===== config.mk =====
export PLATFORM = sky130hd
export DESIGN_NAME = ht_client
export DESIGN_NICKNAME = d
export VERILOG_FILES = /design/src/rtl/ht_client.sv
export SDC_FILE = /design/constraint.sdc
export NUM_CORES = 1
export LEC_CHECK = 0
export ABC_AREA = 1
export BUFFER_PORTS_ARGS = -buffer_cell sky130_fd_sc_hd__buf_2
export CAP_MARGIN = 20
export CORE_UTILIZATION = 45
export CTS_BUF_LIST = sky130_fd_sc_hd__clkbuf_4
export CTS_CLUSTER_DIAMETER = 80
export DETAILED_ROUTE_END_ITERATION = 10
export GPL_TIMING_DRIVEN = 0
export PLACE_DENSITY = 0.73
export SLEW_MARGIN = 20
export SYNTH_ARGS = -nofsm -noshare
export SYNTH_HDL_FRONTEND = slang
export SYNTH_SLANG_ARGS = --single-unit

===== constraint.sdc =====
create_clock -name clk_i -period 5.05 [get_ports clk_i]
set_input_delay 0.2525 -clock clk_i [delete_from_list [all_inputs] [get_ports clk_i]]
set_output_delay 0.2525 -clock clk_i [all_outputs]
set_load 0.01 [all_outputs]

===== src/rtl/ht_client.sv =====
// ht_client: host-side initiator for the hash-table command/result interface, with credit flow control,
// in-order result checking and a lost-result watchdog. Define HT_CLIENT_STATS_EN for ok/fail result counters.
module ht_client #(
  parameter int KEY_WIDTH       = 32,
  parameter int VALUE_WIDTH     = 16,
  parameter int MAX_OUTSTANDING = 4,
  parameter int TIMEOUT_CYCLES  = 1024
) (
  input  logic                   clk_i,
  input  logic                   rst_n_i,
  input  logic [1:0]             host_req_cmd_i,
  input  logic [KEY_WIDTH-1:0]   host_req_key_i,
  input  logic [VALUE_WIDTH-1:0] host_req_value_i,
  input  logic                   host_req_valid_i,
  output logic                   host_req_ready_o,
  output logic [1:0]             ht_cmd_cmd_o,
  output logic [KEY_WIDTH-1:0]   ht_cmd_key_o,
  output logic [VALUE_WIDTH-1:0] ht_cmd_value_o,
  output logic                   ht_cmd_valid_o,
  input  logic                   ht_cmd_ready_i,
  input  logic [2:0]             ht_res_rescode_i,
  input  logic [KEY_WIDTH-1:0]   ht_res_key_i,
  input  logic [VALUE_WIDTH-1:0] ht_res_value_i,
  input  logic                   ht_res_valid_i,
  output logic [2:0]             host_res_rescode_o,
  output logic [KEY_WIDTH-1:0]   host_res_key_o,
  output logic [VALUE_WIDTH-1:0] host_res_value_o,
  output logic                   host_res_valid_o,
  input  logic                   host_res_ready_i,
  input  logic                   err_clear_i,
  output logic [2:0]             err_o,
  output logic                   busy_o
`ifdef HT_CLIENT_STATS_EN
  ,
  output logic [31:0]            stat_ok_cnt_o,
  output logic [31:0]            stat_fail_cnt_o
`endif
);

  localparam int AW = $clog2(MAX_OUTSTANDING);
  localparam int PW = AW + 1;
  localparam int CW = $clog2(MAX_OUTSTANDING + 1);
  localparam int WW = $clog2(TIMEOUT_CYCLES + 1);
  localparam int RW = 3 + KEY_WIDTH + VALUE_WIDTH;

  typedef enum logic {RUN, HALT} state_t;

  state_t               state;
  logic                 init_done;
  logic [CW-1:0]        credits;
  logic                 vld_p1;
  logic [1:0]           cmd_p1;
  logic [KEY_WIDTH-1:0] key_p1;
  logic [VALUE_WIDTH-1:0] value_p1;
  logic [PW-1:0]        exp_wr, exp_rd, res_wr, res_rd;
  logic [KEY_WIDTH-1:0] exp_mem [MAX_OUTSTANDING];
  logic [RW-1:0]        res_mem [MAX_OUTSTANDING];
  logic [WW-1:0]        wd_cnt;
  logic [2:0]           err_q;
  logic [2:0]           err_new;
  logic [KEY_WIDTH-1:0] exp_key;
  logic req_hs, cmd_hs, res_hs, res_push, exp_empty, res_empty, res_full, halt_clear;

  // init_done keeps ready low while reset is asserted even though the FSM already sits in RUN
  assign host_req_ready_o = init_done && (state == RUN) && (credits != '0) && (!vld_p1 || ht_cmd_ready_i);
  assign req_hs    = host_req_valid_i && host_req_ready_o;
  assign cmd_hs    = vld_p1 && ht_cmd_ready_i;
  assign exp_empty = (exp_wr == exp_rd);
  assign res_empty = (res_wr == res_rd);
  assign res_full  = (res_wr[AW] != res_rd[AW]) && (res_wr[AW-1:0] == res_rd[AW-1:0]);
  assign res_hs    = !res_empty && host_res_ready_i;
  assign res_push  = ht_res_valid_i && !exp_empty && !res_full;
  assign exp_key   = exp_mem[exp_rd[AW-1:0]];

  assign err_new[0] = ht_res_valid_i && !exp_empty && (ht_res_key_i != exp_key);
  assign err_new[1] = ht_res_valid_i && exp_empty;
  assign err_new[2] = !exp_empty && !ht_res_valid_i && (wd_cnt == WW'(TIMEOUT_CYCLES - 1));
  assign halt_clear = (state == HALT) && err_clear_i && (err_new == 3'b000);

  assign ht_cmd_valid_o = vld_p1;
  assign ht_cmd_cmd_o   = cmd_p1;
  assign ht_cmd_key_o   = key_p1;
  assign ht_cmd_value_o = value_p1;

  assign host_res_valid_o = !res_empty;
  assign {host_res_rescode_o, host_res_key_o, host_res_value_o} = res_mem[res_rd[AW-1:0]];

  assign err_o  = err_q;
  assign busy_o = (credits != CW'(MAX_OUTSTANDING));

  // Stage p1: command register and FIFO storage (data only)
  always_ff @(posedge clk_i) begin
    if (req_hs) begin
      cmd_p1   <= host_req_cmd_i;
      key_p1   <= host_req_key_i;
      value_p1 <= host_req_value_i;
    end
    if (cmd_hs)
      exp_mem[exp_wr[AW-1:0]] <= key_p1;
    if (res_push)
      res_mem[res_wr[AW-1:0]] <= {ht_res_rescode_i, ht_res_key_i, ht_res_value_i};
  end

  always_ff @(posedge clk_i or negedge rst_n_i) begin
    if (!rst_n_i) begin
      init_done <= 1'b0;
      state     <= RUN;
      credits   <= CW'(MAX_OUTSTANDING);
      vld_p1    <= 1'b0;
      exp_wr    <= '0;
      exp_rd    <= '0;
      res_wr    <= '0;
      res_rd    <= '0;
      wd_cnt    <= '0;
      err_q     <= 3'b000;
    end else begin
      init_done <= 1'b1;
      if (req_hs && !res_hs)
        credits <= credits - 1'b1;
      else if (!req_hs && res_hs)
        credits <= credits + 1'b1;

      if (req_hs)
        vld_p1 <= 1'b1;
      else if (ht_cmd_ready_i)
        vld_p1 <= 1'b0;

      if (cmd_hs)
        exp_wr <= exp_wr + 1'b1;
      if (ht_res_valid_i && !exp_empty)
        exp_rd <= exp_rd + 1'b1;
      if (res_push)
        res_wr <= res_wr + 1'b1;
      if (res_hs)
        res_rd <= res_rd + 1'b1;

      // watchdog saturates at the limit so the timeout flag fires exactly once
      if (exp_empty || ht_res_valid_i || halt_clear)
        wd_cnt <= '0;
      else if (wd_cnt != WW'(TIMEOUT_CYCLES))
        wd_cnt <= wd_cnt + 1'b1;

      if (err_new != 3'b000) begin
        err_q <= err_q | err_new;
        state <= HALT;
      end else if (err_clear_i) begin
        err_q <= 3'b000;
        state <= RUN;
      end
    end
  end

`ifdef HT_CLIENT_STATS_EN
  localparam logic [2:0] RES_SEARCH_FOUND            = 3'd0;
  localparam logic [2:0] RES_INSERT_SUCCESS          = 3'd2;
  localparam logic [2:0] RES_INSERT_SUCCESS_SAME_KEY = 3'd3;
  localparam logic [2:0] RES_DELETE_SUCCESS          = 3'd5;

  function automatic logic [31:0] sat_inc(input logic [31:0] v);
    return (v == 32'hFFFF_FFFF) ? v : v + 32'd1;
  endfunction

  logic res_ok;
  assign res_ok = (host_res_rescode_o == RES_SEARCH_FOUND) ||
                  (host_res_rescode_o == RES_INSERT_SUCCESS) ||
                  (host_res_rescode_o == RES_INSERT_SUCCESS_SAME_KEY) ||
                  (host_res_rescode_o == RES_DELETE_SUCCESS);

  always_ff @(posedge clk_i or negedge rst_n_i) begin
    if (!rst_n_i) begin
      stat_ok_cnt_o   <= 32'd0;
      stat_fail_cnt_o <= 32'd0;
    end else if (res_hs) begin
      if (res_ok)
        stat_ok_cnt_o <= sat_inc(stat_ok_cnt_o);
      else
        stat_fail_cnt_o <= sat_inc(stat_fail_cnt_o);
    end
  end
`endif

endmodule

==> results.yml <==
floorplanning:
  coreArea_sq_um: 35600
  fp.dieW_um: 192
  pin_count: 216
  die_area_sq_um: 36900
  rows: 69
  fp.dieH_um: 192
  start_util_pct: 45.7
grt:
  grt_usage_pct: 21.7
  grt_max_degree: 53
  grt_pass1_wl_mm: 59.5
  grt_pass1_vias: 11500
  grt.overflow.total: 0
  antenna_found_initial: 2
clock_tree:
  clkTransAtPathRegs_ns: 0.07
  cts-root-buf: "clkbuf_4"
  cts_tree: "built"
  cts_made_buffers: 100
  cts_sinks: 414
  cts_max_path_buffers: 3
  clk_latency_ns: 0.81
  htreeDepth: 3
power_and_ir_drop:
  ir_drop_mv: 0.294
  p_per_area_nw_per_um2: 543
  p_leak_nw: 8.06
status:
  status: "finished clean"
final_layout:
  fin_area_sq_um: 20700
  n_fill_cell: 2831
  final_common_cell: "edfxtp_1"
  final_cell_mix: "edfxtp_1, nand2_1, buf_2, clkbuf_4, nor2_1"
  area_growth_pct: 27.3
  drive_above_1_share_pct: 24.3
  final_nets: 1822
sta:
  rsz0062_at_grt: "no"
  fmax_ghz: 0.271
  post-route-period-util_pct: 73.1
  hold_viol_final: 0
  report.final.slew_viol_count: 0
  worst_pin_slew_ns: 0.815
  fin_skew_ns: 0.0832
  setup_viol: 0
  fin_crit_ns: 3.69
  relSlewSlack_pct: 45.7
  tns_ns: 0
worst_setup_path:
  worstSetupStartpointType: "flip-flop"
  path_cells: "clkbuf_1 > inv_1 > clkbuf_1 > clkbuf_1 > nor2_1 > o22ai_1 > buf_2"
  crit_type: "reg -> out"
  critical_path.slowest_cell: "clkbuf_1"
  critPathMostFrequentCell: "clkbuf_1"
  worstPathMaxFanout: 10
  worst_ep_required_time_ns: 4.80
  end_kind: "output pin"
  cpPeakStageDelay_ns: 0.50
  critPathArrivalTime_ns: 3.44
placement:
  place_area_sq_um: 18300
  place_congestion: 0.803
  port_buffers: 215
  dp_hpwl_mm: 24.8
route:
  viasPerCell: 5.11
  drt_iter0_markers: 861
  ant_nets: 0
  drcViolationCount: 0
  num_vias: 11500
  wl_per_cell_um: 17.7
  wl_mm: 39.7
  first_pass_iters: 5
synth:
  ys_seq_area_share_pct: 75.6
  syn_area_per_cell_sq_um: 12.8
  syn_area_sq_um: 16200
  synth_seq_cells: 414
  ys_warn_count: 0
  synth.distinct_cells: 30
  netlist_instances: 1264
  syn_nets: 1386
hold_path:
  hp-class: "in -> async"
job:
  cap_violations: 0
[area by class of cell]
class | count | area [sq um] | area share (%)
Inverter | 68 | 255 | 1.23
Sequential cell | 414 | 12300 | 59.4
Multi-Input combinational cell | 727 | 3500 | 16.9
Timing Repair Buffer | 334 | 2460 | 11.9
Clock buffer | 157 | 1180 | 5.70
Antenna cell | 2 | 5.00 | 0.0242
Clock inverter | 25 | 148 | 0.714
Buffer | 55 | 279 | 1.35
Tap cell | 461 | 577 | 2.79
[through the flow]
stage                     cells  worst slack, ns  power [mW]  utilization [%]  hold slack [ns]
final                      2243             1.36        11.2             58.1           0.0917
after global routing       2243             1.14        11.9             58.1            0.106
after CTS                  2241             1.31        11.3             58.1           0.0477
after detailed placement   1953             1.98        8.45             51.4            0.388
after global placement     1940           -0.866        8.21             50.3            0.380
after floorplan            1264             1.07        6.89                -          -0.0431
[sequential cells by signal, indices dropped and copies added (netlist names)]
signal          count
res_mem           204
exp_mem           128
ht_cmd_key_o       32
ht_cmd_value_o     16
wd_cnt             11
credits             3
err_o               3
exp_rd              3
exp_wr              3
res_rd              3
res_wr              3
ht_cmd_cmd_o        2
ht_cmd_valid_o      1
init_done           1
state               1
[worst max-delay path, delay by kind of cell (launching register included)]
kind            cells  cell delay [ns]
buf+inv             5             1.75
flops               1             0.46
compound gates      1             0.34
simple gates        1             0.08
[final timing paths]
| kind | depth (start not counted) | start | end | slack (ns) |
|---|---|---|---|---|
| worst max register to register | 9 | exp_rd[1] | res_mem[3][45] | 1.96 |
| worst min register to register | 1 | exp_wr[2] | exp_wr[2] | 0.49 |
| worst min-delay path | 2 | rst_n_i | exp_rd[0] | 0.09 |
| max in group asynchronous | 2 | rst_n_i | wd_cnt[1] | 4.38 |
| min in group clk_i | 2 | host_req_key_i[4] | ht_cmd_key_o[4] | 0.16 |
| worst max-delay path | 7 | res_rd[0] | host_res_key_o[15] | 1.36 |
[cell families after synthesis]
logic type | after synthesis | share of synthesized area, %
AOI/OAI and AO/OA | 168 | 5.61
xor gates and xnor gates | 22 | 1.19
adders and majority gates | 14 | 1.12
buffers and inverters | 123 | 3.29
DFF | 414 | 75.6
muxes | 1 | 0.0616
other | 1 | 0.0231
and+or+nand+nor | 521 | 13.1
[cell usage after synthesis]
master	number	share of area, %
dfrtp_1	31	4.8
inv_2	2	0.046
buf_2	10	0.31
nor2_1	140	3.2
clkbuf_1	33	0.76
nor4_1	2	0.077
a21oi_1	5	0.15
o21ai_0	110	3.4
dfstp_2	1	0.16
conb_1	1	0.023
nand4_1	4	0.15
or2_2	1	0.039
buf_6	4	0.28
xor2_1	14	0.75
ha_1	13	1.0
nand3_1	102	3.1
a31o_2	1	0.054
o21bai_1	1	0.046
xnor2_1	8	0.43
nand2_1	259	6.0
nand3b_1	6	0.28
o22ai_1	51	2.0
fa_1	1	0.12
and2_1	1	0.039
edfxtp_1	382	71
nor3_1	5	0.15
mux2i_1	1	0.062
buf_4	8	0.37
nand2_2	1	0.039
inv_1	66	1.5
[where the power goes]
group          internal, mW  leakage [nW]  switching, mW
Clock                  1.47         0.787           1.31
Combinational          1.30          3.40           2.55
Sequential             4.40          3.87          0.191
[what timing repair did]
| item | 4_1_cts | 5_1_grt |
|---|---|---|
| hold endpoints to repair | 306 | 0 |
| hold buffers | 106 | 0 |
| setup buffers | 0 | 0 |
| gates resized for setup | 0 | 0 |
[per-layer routing]
metal / GRT usage (%) / vias to the layer above / wire (um)
li1: - / 5406 / -
met1: 27.1 / 5374 / 15400
met2: 35.8 / 579 / 19200
met3: 4.95 / 98 / 3950
met4: 10.1 / 0 / 1040
met5: 0 / - / 0
Note: power is estimated with default switching activity, not from simulation.
